## src/rtl/i2c_bus_pkg.sv

```systemverilog
`default_nettype none
// ------------------------------------------------------------------
// i2c_bus_pkg : field layout of the on-chip I2C frontend bus
// Rev 1.0
// ------------------------------------------------------------------
package i2c_bus_pkg;

  localparam int I2C_RX_WIDTH = 20;
  localparam int I2C_TX_WIDTH = 2;

  localparam int RX_STOP      = 19;
  localparam int RX_CONTENT   = 18;
  localparam int RX_STROBE    = 17;
  localparam int RX_BITCNT_HI = 16;
  localparam int RX_BITCNT_LO = 9;
  localparam int RX_ADDR_HI   = 8;
  localparam int RX_ADDR_LO   = 2;
  localparam int RX_RW        = 1;
  localparam int RX_ADDRESSED = 0;

  localparam int TX_CONTENT = 1;
  localparam int TX_ACK     = 0;

  typedef struct packed {
    logic       stop;
    logic       content;
    logic       strobe;
    logic [7:0] bit_count;
    logic [6:0] address;
    logic       read_wr;
    logic       addressed;
  } rx_fields_t;

endpackage
`default_nettype wire

```

## src/rtl/i2c_slave_regfile_if.sv

```systemverilog
`default_nettype none
// ------------------------------------------------------------------
// i2c_slave_regfile_if : frontend <-> slave bus bundle
// Rev 1.0
// ------------------------------------------------------------------
interface i2c_slave_regfile_if;
  import i2c_bus_pkg::*;

  logic [I2C_TX_WIDTH-1:0] i2c_interface_tx;
  logic [I2C_RX_WIDTH-1:0] i2c_interface_rx;

  modport master (output i2c_interface_rx, input i2c_interface_tx);
  modport slave  (input i2c_interface_rx, output i2c_interface_tx);
endinterface
`default_nettype wire

```

## src/rtl/i2c_rx_unpack.sv

```systemverilog
`default_nettype none
// ------------------------------------------------------------------
// i2c_rx_unpack : splits the frontend rx word, packs the tx word
// Rev 1.0
// ------------------------------------------------------------------
module i2c_rx_unpack
  import i2c_bus_pkg::*;
(
  input  logic [I2C_RX_WIDTH-1:0] rx,
  input  logic                    tx_content,
  input  logic                    ack,
  output rx_fields_t              fields,
  output logic [I2C_TX_WIDTH-1:0] tx
);

  always_comb begin
    fields.stop      = rx[RX_STOP];
    fields.content   = rx[RX_CONTENT];
    fields.strobe    = rx[RX_STROBE];
    fields.bit_count = rx[RX_BITCNT_HI:RX_BITCNT_LO];
    fields.address   = rx[RX_ADDR_HI:RX_ADDR_LO];
    fields.read_wr   = rx[RX_RW];
    fields.addressed = rx[RX_ADDRESSED];
  end

  always_comb begin
    tx             = '0;
    tx[TX_CONTENT] = tx_content;
    tx[TX_ACK]     = ack;
  end

endmodule
`default_nettype wire

```

## src/rtl/i2c_slave_regfile.sv

```systemverilog
`default_nettype none
// ------------------------------------------------------------------
// i2c_slave_regfile : byte register file with auto-increment pointer
// Rev 1.0
// ------------------------------------------------------------------
module i2c_slave_regfile
  import i2c_bus_pkg::*;
#(
  parameter logic [6:0] I2C_ADDRESS = 7'h00,
  parameter int         NUM_REGS    = 8,
  parameter int         PTR_BITS    = 3,
  parameter logic [7:0] RESET_VALUE = 8'h00
) (
  input  logic                    clk,
  input  logic                    reset,
  i2c_slave_regfile_if.slave      bus,
  output logic [8*NUM_REGS-1:0]   regs_flat,
  output logic                    wr_strobe,
  output logic [PTR_BITS-1:0]     wr_index
);

  localparam logic [PTR_BITS:0]   NUM_LIMIT = (PTR_BITS+1)'(NUM_REGS);
  localparam logic [PTR_BITS-1:0] PTR_LAST  = PTR_BITS'(NUM_REGS - 1);
  localparam logic [PTR_BITS-1:0] PTR_ONE   = PTR_BITS'(1);

  rx_fields_t          rx;
  logic                tx_content;
  logic                ack;
  logic [7:0]          regs [NUM_REGS];
  logic [PTR_BITS-1:0] ptr;
  logic                dev_q;
  logic                first_byte;
  logic                reload;
  logic [7:0]          in_shift;
  logic [7:0]          tx_shift;

  logic                dev_addressed;
  logic                txn_start;
  logic                in_range;
  logic [PTR_BITS-1:0] ptr_next;
  logic [7:0]          cur_byte;
  logic [7:0]          new_byte;
  logic                byte_end;
  logic                wr_bit;
  logic                rd_bit;
  logic                commit;
  logic                unused_fields;

  i2c_rx_unpack u_unpack (
    .rx         (bus.i2c_interface_rx),
    .tx_content (tx_content),
    .ack        (ack),
    .fields     (rx),
    .tx         (bus.i2c_interface_tx)
  );

  assign unused_fields = ^{rx.stop, rx.bit_count[7:3]};

  assign dev_addressed = rx.addressed && (rx.address == I2C_ADDRESS);
  assign txn_start     = dev_addressed && !dev_q;
  assign in_range      = ({1'b0, ptr} < NUM_LIMIT);
  assign ptr_next      = (in_range && ptr != PTR_LAST) ? ptr + PTR_ONE : '0;
  assign cur_byte      = in_range ? regs[ptr] : 8'hFF;
  assign new_byte      = {in_shift[6:0], rx.content};
  assign byte_end      = rx.bit_count[2:0] == 3'd7;
  assign wr_bit        = dev_addressed && !rx.read_wr && rx.strobe;
  assign rd_bit        = dev_addressed && rx.read_wr && rx.strobe;
  assign commit        = wr_bit && byte_end && !first_byte && in_range && !txn_start;

  // Outputs are forced idle while reset is held, even mid-transfer.
  assign ack        = dev_addressed && !reset;
  assign tx_content = (reset || !(dev_addressed && rx.read_wr)) ? 1'b1 : tx_shift[7];

  always_ff @(posedge clk or posedge reset) begin
    if (reset) begin
      for (int i = 0; i < NUM_REGS; i++) regs[i] <= RESET_VALUE;
    end else if (commit) begin
      regs[ptr] <= new_byte;
    end
  end

  always_ff @(posedge clk or posedge reset) begin
    if (reset) begin
      dev_q      <= 1'b0;
      ptr        <= '0;
      first_byte <= 1'b1;
      reload     <= 1'b0;
      in_shift   <= 8'h00;
      tx_shift   <= 8'hFF;
      wr_strobe  <= 1'b0;
      wr_index   <= '0;
    end else begin
      dev_q     <= dev_addressed;
      wr_strobe <= 1'b0;
      reload    <= 1'b0;
      if (txn_start) begin
        first_byte <= 1'b1;
        in_shift   <= 8'h00;
        tx_shift   <= cur_byte;
      end else begin
        if (reload) tx_shift <= cur_byte;
        if (wr_bit) begin
          in_shift <= new_byte;
          if (byte_end) begin
            if (first_byte) begin
              ptr        <= new_byte[PTR_BITS-1:0];
              first_byte <= 1'b0;
            end else begin
              if (in_range) begin
                wr_strobe <= 1'b1;
                wr_index  <= ptr;
              end
              ptr <= ptr_next;
            end
          end
        end
        // Next byte is fetched one cycle after the pointer moves.
        if (rd_bit) begin
          tx_shift <= {tx_shift[6:0], 1'b1};
          if (byte_end) begin
            ptr    <= ptr_next;
            reload <= 1'b1;
          end
        end
      end
    end
  end

  for (genvar i = 0; i < NUM_REGS; i++) begin : g_flat
    assign regs_flat[8*i +: 8] = regs[i];
  end

endmodule
`default_nettype wire

```

## src/flat_wrapper.sv

```systemverilog
// flat-port wrapper written by rule: the top's interface ports become plain ports
module i2c_slave_regfile_flat import i2c_bus_pkg::*;
#(
  parameter logic [6:0] I2C_ADDRESS = 7'h00,
  parameter int         NUM_REGS    = 8,
  parameter int         PTR_BITS    = 3,
  parameter logic [7:0] RESET_VALUE = 8'h00
)
  (clk, reset, regs_flat, wr_strobe, wr_index, bus_i2c_interface_rx, bus_i2c_interface_tx);
  i2c_slave_regfile_if bus_i ();
  input  logic clk;
  input  logic reset;
  output logic [8*NUM_REGS-1:0] regs_flat;
  output logic wr_strobe;
  output logic [PTR_BITS-1:0] wr_index;
  input wire logic [$bits(bus_i.i2c_interface_rx)-1:0] bus_i2c_interface_rx;
  output wire logic [$bits(bus_i.i2c_interface_tx)-1:0] bus_i2c_interface_tx;
  assign bus_i.i2c_interface_rx = bus_i2c_interface_rx;
  assign bus_i2c_interface_tx = bus_i.i2c_interface_tx;
  i2c_slave_regfile #(.I2C_ADDRESS(I2C_ADDRESS), .NUM_REGS(NUM_REGS), .PTR_BITS(PTR_BITS), .RESET_VALUE(RESET_VALUE)) u_core (.clk(clk), .reset(reset), .bus(bus_i), .regs_flat(regs_flat), .wr_strobe(wr_strobe), .wr_index(wr_index));
endmodule
```

## config.mk

```make
export PLATFORM = sky130hd
export DESIGN_NAME = i2c_slave_regfile_flat
export DESIGN_NICKNAME = d
export VERILOG_FILES = /design/src/rtl/i2c_bus_pkg.sv /design/src/rtl/i2c_slave_regfile_if.sv /design/src/rtl/i2c_rx_unpack.sv /design/src/rtl/i2c_slave_regfile.sv /design/src/flat_wrapper.sv
export SDC_FILE = /design/constraint.sdc
export NUM_CORES = 1
export LEC_CHECK = 0
export CAP_MARGIN = 10
export CORE_UTILIZATION = 51
export CTS_CLUSTER_SIZE = 12
export DETAILED_ROUTE_END_ITERATION = 12
export HOLD_SLACK_MARGIN = 0.02
export PLACE_DENSITY_LB_ADDON = 0.1
export SLEW_MARGIN = 20
export SYNTH_ARGS = -nofsm -noshare
export SYNTH_HDL_FRONTEND = slang
export SYNTH_SLANG_ARGS = --single-unit
```

## constraint.sdc

```tcl
create_clock -name clk -period 3.9 [get_ports clk]
set_clock_uncertainty 0.15 [all_clocks]
set_input_delay 0.39 -clock clk [delete_from_list [all_inputs] [get_ports clk]]
set_output_delay 0.39 -clock clk [all_outputs]
set_load 0.01 [all_outputs]
```

[Word level (Yosys, flattened, before mapping)]
Index checks and enable logic that the tools add are counted.
Cells by class
  add/sub/neg operators: 1
  magnitude comparators: 2
  equality and inequality tests: 2
  multiplexer cells: 28
  bitwise operators: 3
  reduce and logical (&&, ||, !) cells: 24
Operators with widths (number)
  $bwmux W64: 1
  $mux W8: 6
  $bmux W8 S3: 1
  $demux W8 S3: 1
  $mux W3: 6
  $mux W7: 2
  $logic_and A1 B1 Y1: 11
  $mux W1: 11
  $logic_not A7 Y1: 1
  $logic_not A1 Y1: 6
  $ge A4 B4 Y1 const B: 1
  $lt A4 B1 Y1 const B: 1
  $not A3 Y4: 1
  $reduce_and A4 Y1: 1
  $reduce_bool A2 Y1: 2
  $add A3 B1 Y3 const B: 1
  $eq A3 B3 Y1 const B: 1
  $ne A3 B3 Y1 const B: 1
  $reduce_bool A3 Y1: 1
  $not A1 Y1: 2
  $reduce_and A2 Y1: 1
  $logic_or A1 B1 Y1: 1
Word-level totals
  register bits after elaboration: 89
  word-level logic and storage cells: 76

[Depth between registers and ports, before layout]
Gate-level depths: netlist (run 1).
  depth after elaboration: 7
  depth in mapped cells: 6
  depth with buffers taken out: 6

[By module]
A second synthesis (run 1) with hierarchy kept.
Unflattened totals
  cells, all modules: 321
  area, all modules: 4362.9 sq um
Modules (own cells, without submodules)
  i2c_slave_regfile: times used 1, cells each 299, area each 4197.8 sq um, seq. area each 2238.4 sq um
  i2c_rx_unpack: times used 1, cells each 22, area each 165.2 sq um, seq. area each 0.0 sq um

[Least setup slack after synthesis (run 1)]
OpenSTA, ideal clock, no wires.
  kind: input to register
  from: input bus_i2c_interface_rx[11]
  to: register u_core.regs, in the netlist u_core.regs_flat[40]
  setup time: 125 ps
  arrival time: 1928 ps
  data required time: 3625 ps
  slack: 1697 ps
  cell stages on the path: 5
  path buffers: 1
  cells stage by stage: nand3_1 -> or3_1 -> buf_4 -> nor4_4 -> mux2_2
On the way
  word-level cells in the longest chain between the ends: 4
Ends and longest elaborated chain
  start, declared: line flat_wrapper.sv:16  | input wire logic [$bits(bus_i.i2c_interface_rx)-1:0] bus_i2c_interface_rx;
  $eq A3 B3 Y1: line i2c_slave_regfile.sv:65  | assign byte_end = rx.bit_count[2:0] == 3'd7;
  $logic_and A1 B1 Y1 (3 in series): line i2c_slave_regfile.sv:68  | assign commit = wr_bit && byte_end && !first_byte && in_range && !txn_start;
  end signal, assigned by index: line i2c_slave_regfile.sv:78  | regs[ptr] <= new_byte;
  end, declared: line i2c_slave_regfile.sv:29  | logic [7:0] regs [NUM_REGS];
No other way between the ends.
A chain may end at the register's enable or synchronous reset.

[Worst setup path after layout (run 1)]
  from: input bus_i2c_interface_rx[10]
  to: register u_core.regs, in the netlist u_core.regs_flat[46]
Same word-level chain as after synthesis.

==> results of run 1 <==
## tightest hold or removal path, cell delays in order, from the launching register on
cell	delay (ns)
dfstp_2	0.38
nand2_1	0.04
o21ai_0	0.07
## worst min-delay path by stage
stage                        from            endpoint  slack [ns]  cells after the start
6_report       u_core.tx_shift[1]  u_core.tx_shift[1]        0.34                      2
5_1_grt        u_core.tx_shift[1]  u_core.tx_shift[1]        0.36                      2
4_1_cts        u_core.tx_shift[6]  u_core.tx_shift[6]        0.34                      2
3_5_place_dp   u_core.tx_shift[6]  u_core.tx_shift[6]        0.33                      2
3_3_place_gp   u_core.tx_shift[5]  u_core.tx_shift[5]        0.32                      2
2_1_floorplan  u_core.tx_shift[7]  u_core.tx_shift[7]        0.30                      2
## power by group through the flow
| stage | logic [W] | clock network [W] | registers, W |
|---|---|---|---|
| 2_1_floorplan | 0.0000271 | 0 | 0.000943 |
| 3_3_place_gp | 0.0000519 | 0 | 0.000946 |
| 3_5_place_dp | 0.0000528 | 0 | 0.000946 |
| 4_1_cts | 0.0000533 | 0.000723 | 0.000928 |
| 5_1_grt | 0.0000572 | 0.000755 | 0.000928 |
| 6_report | 0.0000517 | 0.000716 | 0.000928 |
## layer usage
metal  global-route usage, %  share of wire, %  vias to the layer above
li1                        -                 -                     1231
met1                   34.98                47                     1428
met2                   36.52                47                       80
met3                   3.366               4.4                       15
met4                   10.13               1.7                        0
met5                       0                 0                        -
## cell usage after synthesis, types with 2 or more instances
library cell | instances | share of area [%]
a22o_1 | 7 | 1.5
buf_2 | 2 | 0.24
o21ai_0 | 7 | 0.83
nor2_1 | 4 | 0.36
or3_1 | 2 | 0.30
mux2i_1 | 9 | 2.1
mux2_1 | 5 | 1.3
a221o_1 | 2 | 0.47
clkbuf_1 | 7 | 0.62
nor3_4 | 4 | 1.5
mux4_2 | 16 | 8.5
buf_1 | 5 | 0.45
nand2_1 | 14 | 1.2
inv_1 | 2 | 0.18
and3_1 | 3 | 0.45
nand3_1 | 4 | 0.47
mux2_2 | 70 | 19
ha_1 | 2 | 0.59
buf_4 | 3 | 0.53
nor4_1 | 3 | 0.45
nor4_4 | 5 | 2.5
dfstp_2 | 9 | 5.6
dfrtp_1 | 80 | 47
## metrics by stage
step	area, um2	worst slack, ns	hold WS (ns)	instances
floorplan	4217	1.068	0.3046	282
global placement	5184	0.6445	0.3169	459
detailed placement	5190	0.6012	0.3271	459
CTS	5415	0.9743	0.3416	475
global route	5415	0.8621	0.3592	475
finish	5415	0.9531	0.3423	475
## area by class of cell
cell class                 instances  area (um2)  area share (%)
sequential                        89        2238           41.34
clock buffer                       9       123.9           2.287
multi-input combinational        173        1896           35.00
inverter                           3       12.51          0.2311
tap                              102       127.6           2.357
timing repair buffer              92       915.9           16.91
clock inverter                     7       101.3           1.872
## sequential cells by signal, summed over array words and instances (netlist names), 3 cells and up
signal	cells
u_core.regs_flat	64
u_core.tx_shift	8
u_core.in_shift	7
u_core.ptr	3
u_core.wr_index	3
## logic make-up (layout without fill, tap and decap cells)
logic type / after synthesis / in the layout / synth area share, %
compound gates: 21 / 21 / 3.680
mux: 100 / 100 / 30.71
fa+ha+maj: 2 / 2 / 0.5934
flops: 89 / 89 / 53.09
buf+inv: 20 / 111 / 2.107
simple gates: 50 / 50 / 9.822
==> out/qor.yml, run 1 <==
power_and_ir_drop:
  comb_power_share_pct: 3.0
  switchingPower_w: 0.0003826
  p_leak_nw: 2.508
  swShare_pct: 22.57
  vdd_ir_drop_max_v: 0.0001834
  power.clock.fraction_pct: 42.2
  powerDensity_nw_per_um2: 313.1
  p_int_w: 0.001313
  p_seq_share_pct: 54.7
  power_w: 0.001695
setup_path:
  slowest_delay_ns: 0.72
  worst_r2r_startpoint: "u_core.first_byte"
  r2r_slack_ns: 1.25
  r2r_cells: 4
  endpoint: "u_core.regs_flat[46]"
  critPathSlowestCell: "or3_1"
  startpoint: "bus_i2c_interface_rx[10]"
  crit_cells: 6
  cp_num_buf_inv: 2
  end_kind: "flip-flop"
  critical_path_arrival_ns: 3.04
  r2r_end: "u_core.regs_flat[46]"
  critPathKind: "in2reg"
  cp_cell_sequence: "clkdlybuf4s50_1 -> nand3_1 -> or3_1 -> nor4_4 -> buf_4 -> mux2_2"
  crit_fanout: 9
  setup.worst_path.start_class: "input pin"
  path_delay_family: "simple AND/OR/NAND/NOR gates"
  cp.required_ns: 3.99
drt:
  drtAntennaViolNets: 0
  vias: 2754
  routed_wl_um: 9792
  drt-wirelength-per-cell_um: 20.61
  first_iter_violations: 81
  drtPass1Iterations: 4
  drc: 0
  via_per_inst: 5.798
placed_design:
  port_buffers: 85
  post-dp-hpwl_um: 6710
  place_congestion: 0.8242
logic_synthesis:
  synth_edf_count: 0
  postSynth.asyncResetShare_pct: 100.0
  synth_nets: 306
  ys_seq_area_share_pct: 53.09
  synth-seq-cells: 89
  synth_cells: 282
  post_synth.cell_area_avg_um2: 14.95
  synth_warnings: 0
  netlist_area_um2: 4217
  synth_flop_cell: "dfrtp_1"
  synth_cell_types: 40
global_route:
  grt_pass1_wl_um: 15340
  grt_pass1_vias: 2815
  antenna_found_initial: 0
  grt_use_total_pct: 24.10
  overflow: 0
  grt_max_degree: 47
finish:
  area_growth_pct: 28.43
  layout_common_cells: "85 x clkdlybuf4s50_1, 80 x dfrtp_1, 70 x mux2_2, 16 x mux4_2, 14 x nand2_1"
  final_common_cell: "clkdlybuf4s50_1"
  antenna_cells: 0
  fin_nets: 392
  utilization_pct: 69.01
  post_route_cells_drive_above_1_share_pct: 36.46
  fillCellCount: 571
sta:
  fin_crit_ns: 2.947
  drv_slew: 0
  post-route-period-util_pct: 75.56
  rsz0062_at_grt: "false"
  max_freq_ghz: 0.3393
  slew_headroom_pct: 48.18
  tightestPinTransition_ns: 0.7764
  fin_setup_tns_ns: 0
  setup-violations-final: 0
  finalHoldViolations: 0
clocking:
  cts_tree: "done"
  clk_path_buf_depth: 2
  clock_sink_count: 89
  insertion_delay_ns: 0.36
  path_clk_slew_ns: 0.08
  htreeDepth: 3
  ctsResizeCount: 0
  post_cts_buffers: 0
  cts-hold-fix-buffers: 0
  cts_buffers: 9
  root_buffer: "clkbuf_8"
run_status:
  status: "complete, no violations"
floorplanning:
  dieWidth_um: 92.93
  die_y_um: 92.93
  io_pins: 92
  dieArea_um2: 8635
  initial_utilization_pct: 53.73
  row_count: 32
  core_region_area_um2: 7848
run:
  maxCapViolations: 0
worst_hold_path:
  min_path_type: "reg2reg"
No activity file was read; power rests on OpenSTA's default activity.
==> run 2, diff against run 1 <==
--- a/config.mk
+++ b/config.mk
@@ -6,7 +6,7 @@
 export NUM_CORES = 1
 export LEC_CHECK = 0
 export CAP_MARGIN = 10
-export CORE_UTILIZATION = 51
+export CORE_UTILIZATION = 46
 export CTS_CLUSTER_SIZE = 12
 export DETAILED_ROUTE_END_ITERATION = 12
 export HOLD_SLACK_MARGIN = 0.02
==> constraint.sdc (replaced) <==
create_clock -name clk -period 2.7 [get_ports clk]
set_clock_uncertainty 0.15 [all_clocks]
set_input_delay 0.27 -clock clk [delete_from_list [all_inputs] [get_ports clk]]
set_output_delay 0.27 -clock clk [all_outputs]
set_load 0.01 [all_outputs]
==> out/qor.yml, run 2 (synthesized netlist as in run 1, its figures left out) <==
finish:
  fillCellCount: 690  # +21%
  layout_common_cells: "85 x clkdlybuf4s50_1, 80 x dfrtp_1, 70 x mux2_2, 18 x buf_4, 16 x mux4_2"
  register_area_um2: 2238  # unchanged
  largest_reg_flops: 64  # unchanged
  post_route_cells_drive_above_1_share_pct: 38.36  # +1.9 points
  antenna_cells: 0  # unchanged
  fin_nets: 410  # +4.6%
  final_common_cell: "clkdlybuf4s50_1"
  final_cells: 499  # +5.1%
  area_growth_pct: 33.83
  multi_input_area_um2: 1889  # -0.33%
setup_path:
  cp_cell_sequence: "clkdlybuf4s50_1 -> nor4_4 -> nand2_2 -> nor2_1 -> nand3b_1 -> clkdlybuf4s50_1"
  r2r_slack_ns: 0.46  # -0.79 ns
  endpoint: "bus_i2c_interface_tx[1]"
  cpMostUsedCell: "clkdlybuf4s50_1"
  setup.worst_path.start_class: "input pin"
  crit_fanout: 8  # -1
  critPathSlowestCell: "clkdlybuf4s50_1"
  end_kind: "output pin"
  cp.required_ns: 2.28  # -1.71 ns
  r2r_cells: 5  # +1
  slowest_delay_ns: 0.49  # -0.23 ns
  critical_path_arrival_ns: 2.14  # -0.90 ns
  critPathKind: "in2out"
  worst_r2r_startpoint: "u_core.ptr[1]"
  startpoint: "bus_i2c_interface_rx[3]"
  r2r_end: "u_core.tx_shift[7]"
clocking:
  clk_path_buf_depth: 2  # unchanged
  insertion_delay_ns: 0.34  # -0.02 ns
  cts-hold-fix-buffers: 0  # unchanged
  root_buffer: "clkbuf_8"
  ctsResizeCount: 0  # unchanged
  cts_buffers: 9  # unchanged
  post_cts_buffers: 0  # unchanged
  path_clk_slew_ns: 0.08  # about the same
  clock_sink_count: 89  # unchanged
  cts_tree: "done"
  htreeDepth: 3  # unchanged
floorplanning:
  dieArea_um2: 9553  # +11%
  die_y_um: 97.74  # +5.2%
  dieWidth_um: 97.74  # +5.2%
  row_count: 34  # +6.3%
  core_region_area_um2: 8806  # +12%
  io_pins: 92  # unchanged
  initial_utilization_pct: 47.88  # -5.8 points
drt:
  drtAntennaViolNets: 0  # unchanged
  drtPass1Iterations: 11  # +7
  vias: 2838  # +3.1%
  via_per_inst: 5.687  # -1.9%
  routed_wl_um: 10280  # +5.0%
  drt-wirelength-per-cell_um: 20.60  # about the same
  first_iter_violations: 133  # +64%
  drc: 12  # +12
global_route:
  antenna_found_initial: 0  # unchanged
  grt_pass1_wl_um: 16650  # +8.5%
  overflow: 0  # unchanged
  grt_pass1_vias: 2999  # +6.5%
  grt_max_degree: 35  # -26%
  grt_use_total_pct: 23.16  # -0.94 points
worst_hold_path:
  min_path_type: "in2async"
sta:
  drv_slew: 0  # unchanged
  rsz0062_at_grt: "false"
  max_freq_ghz: 0.3901
  finalHoldViolations: 0  # unchanged
  post-route-period-util_pct: 94.94
  worst_slack_ns: 0.1365  # -0.8166 ns
  tightestPinTransition_ns: 0.6710  # -0.1054 ns
  fin_crit_ns: 2.564
  setup-violations-final: 0  # unchanged
  slew_headroom_pct: 55.17  # +7.0 points
  fin_setup_tns_ns: 0  # unchanged
run:
  maxCapViolations: 0  # unchanged
placed_design:
  place_congestion: 0.8015  # -2.8%
  pre_cts_ws_ns: 0.07571  # -0.5255 ns
  post-dp-hpwl_um: 7133  # +6.3%
  place_inst: 483  # +5.2%
  port_buffers: 85  # unchanged
run_status:
  failed_checks: "design-rule violations"
  status: "finished with violations"
power_and_ir_drop:
  powerDensity_nw_per_um2: 446.3  # +43%
  vdd_ir_drop_max_v: 0.0002783  # +52%
  power_w: 0.002519  # +49%
  p_leak_nw: 2.631  # +4.9%
[run 2: changes by cell type in the layout (fill, tap and decap cells not counted), sizes merged]
cell | before | now
bufinv | 2 | 3
buf | 7 | 25
clkinvlp | 2 | 1
inv | 4 | 2
clkinv | 2 | 0
clkbuf | 9 | 13
[run 2: cell type report]
class	count	area share, %
Sequential cell	89	39.67
Timing Repair Buffer	110	19.96
Tap cell	108	2.395
Clock buffer	13	2.639
Inverter	3	0.2661
Clock inverter	3	1.596
Multi-Input combinational cell	173	33.48
[run 2: critical path: cells and delay by family]
family / cells / cell delay (ns)
AND/OR/NAND/NOR: 4 / 0.94
buffers and inverters: 2 / 0.93
[run 2: how the worst min path moves through the flow]
stage                                   from                   end  slack (ns)  cells after the start
after CTS                              reset         u_core.ptr[0]        0.27                      2
after global routing                   reset  u_core.regs_flat[31]        0.30                      2
final                                  reset  u_core.regs_flat[47]        0.25                      2
after detailed placement  u_core.tx_shift[7]    u_core.tx_shift[7]        0.33                      2
after floorplan           u_core.tx_shift[7]    u_core.tx_shift[7]        0.30                      2
after global placement    u_core.tx_shift[2]    u_core.tx_shift[2]        0.32                      2
[run 2: metal layers]
layer | vias to the layer above | global-route usage [%] | wire [um]
met3 | 15 | 4.438 | 476
li1 | 1268 | - | -
met5 | - | 0 | 0
met4 | 0 | 9.790 | 219
met1 | 1478 | 31.24 | 4655
met2 | 77 | 36.93 | 4930
[run 2: report_power, final]
group          internal (W)  switching, W  total (W)  leakage (nW)
Clock              0.000643      0.000453    0.00110         0.118
Sequential          0.00134    0.00000419    0.00134          1.21
Combinational     0.0000362     0.0000462  0.0000825          1.30
[run 2: through the flow]
| step | utilization (%) | hold WS [ns] | area (um2) |
|---|---|---|---|
| 2_1_floorplan | - | 0.3046 | 4220 |
| 6_report | 64.08 | 0.2543 | 5643 |
| 4_1_cts | 64.08 | 0.2653 | 5643 |
| 5_1_grt | 64.08 | 0.3007 | 5643 |
| 3_5_place_dp | 61.37 | 0.3267 | 5404 |
| 3_3_place_gp | 61.37 | 0.3183 | 5404 |
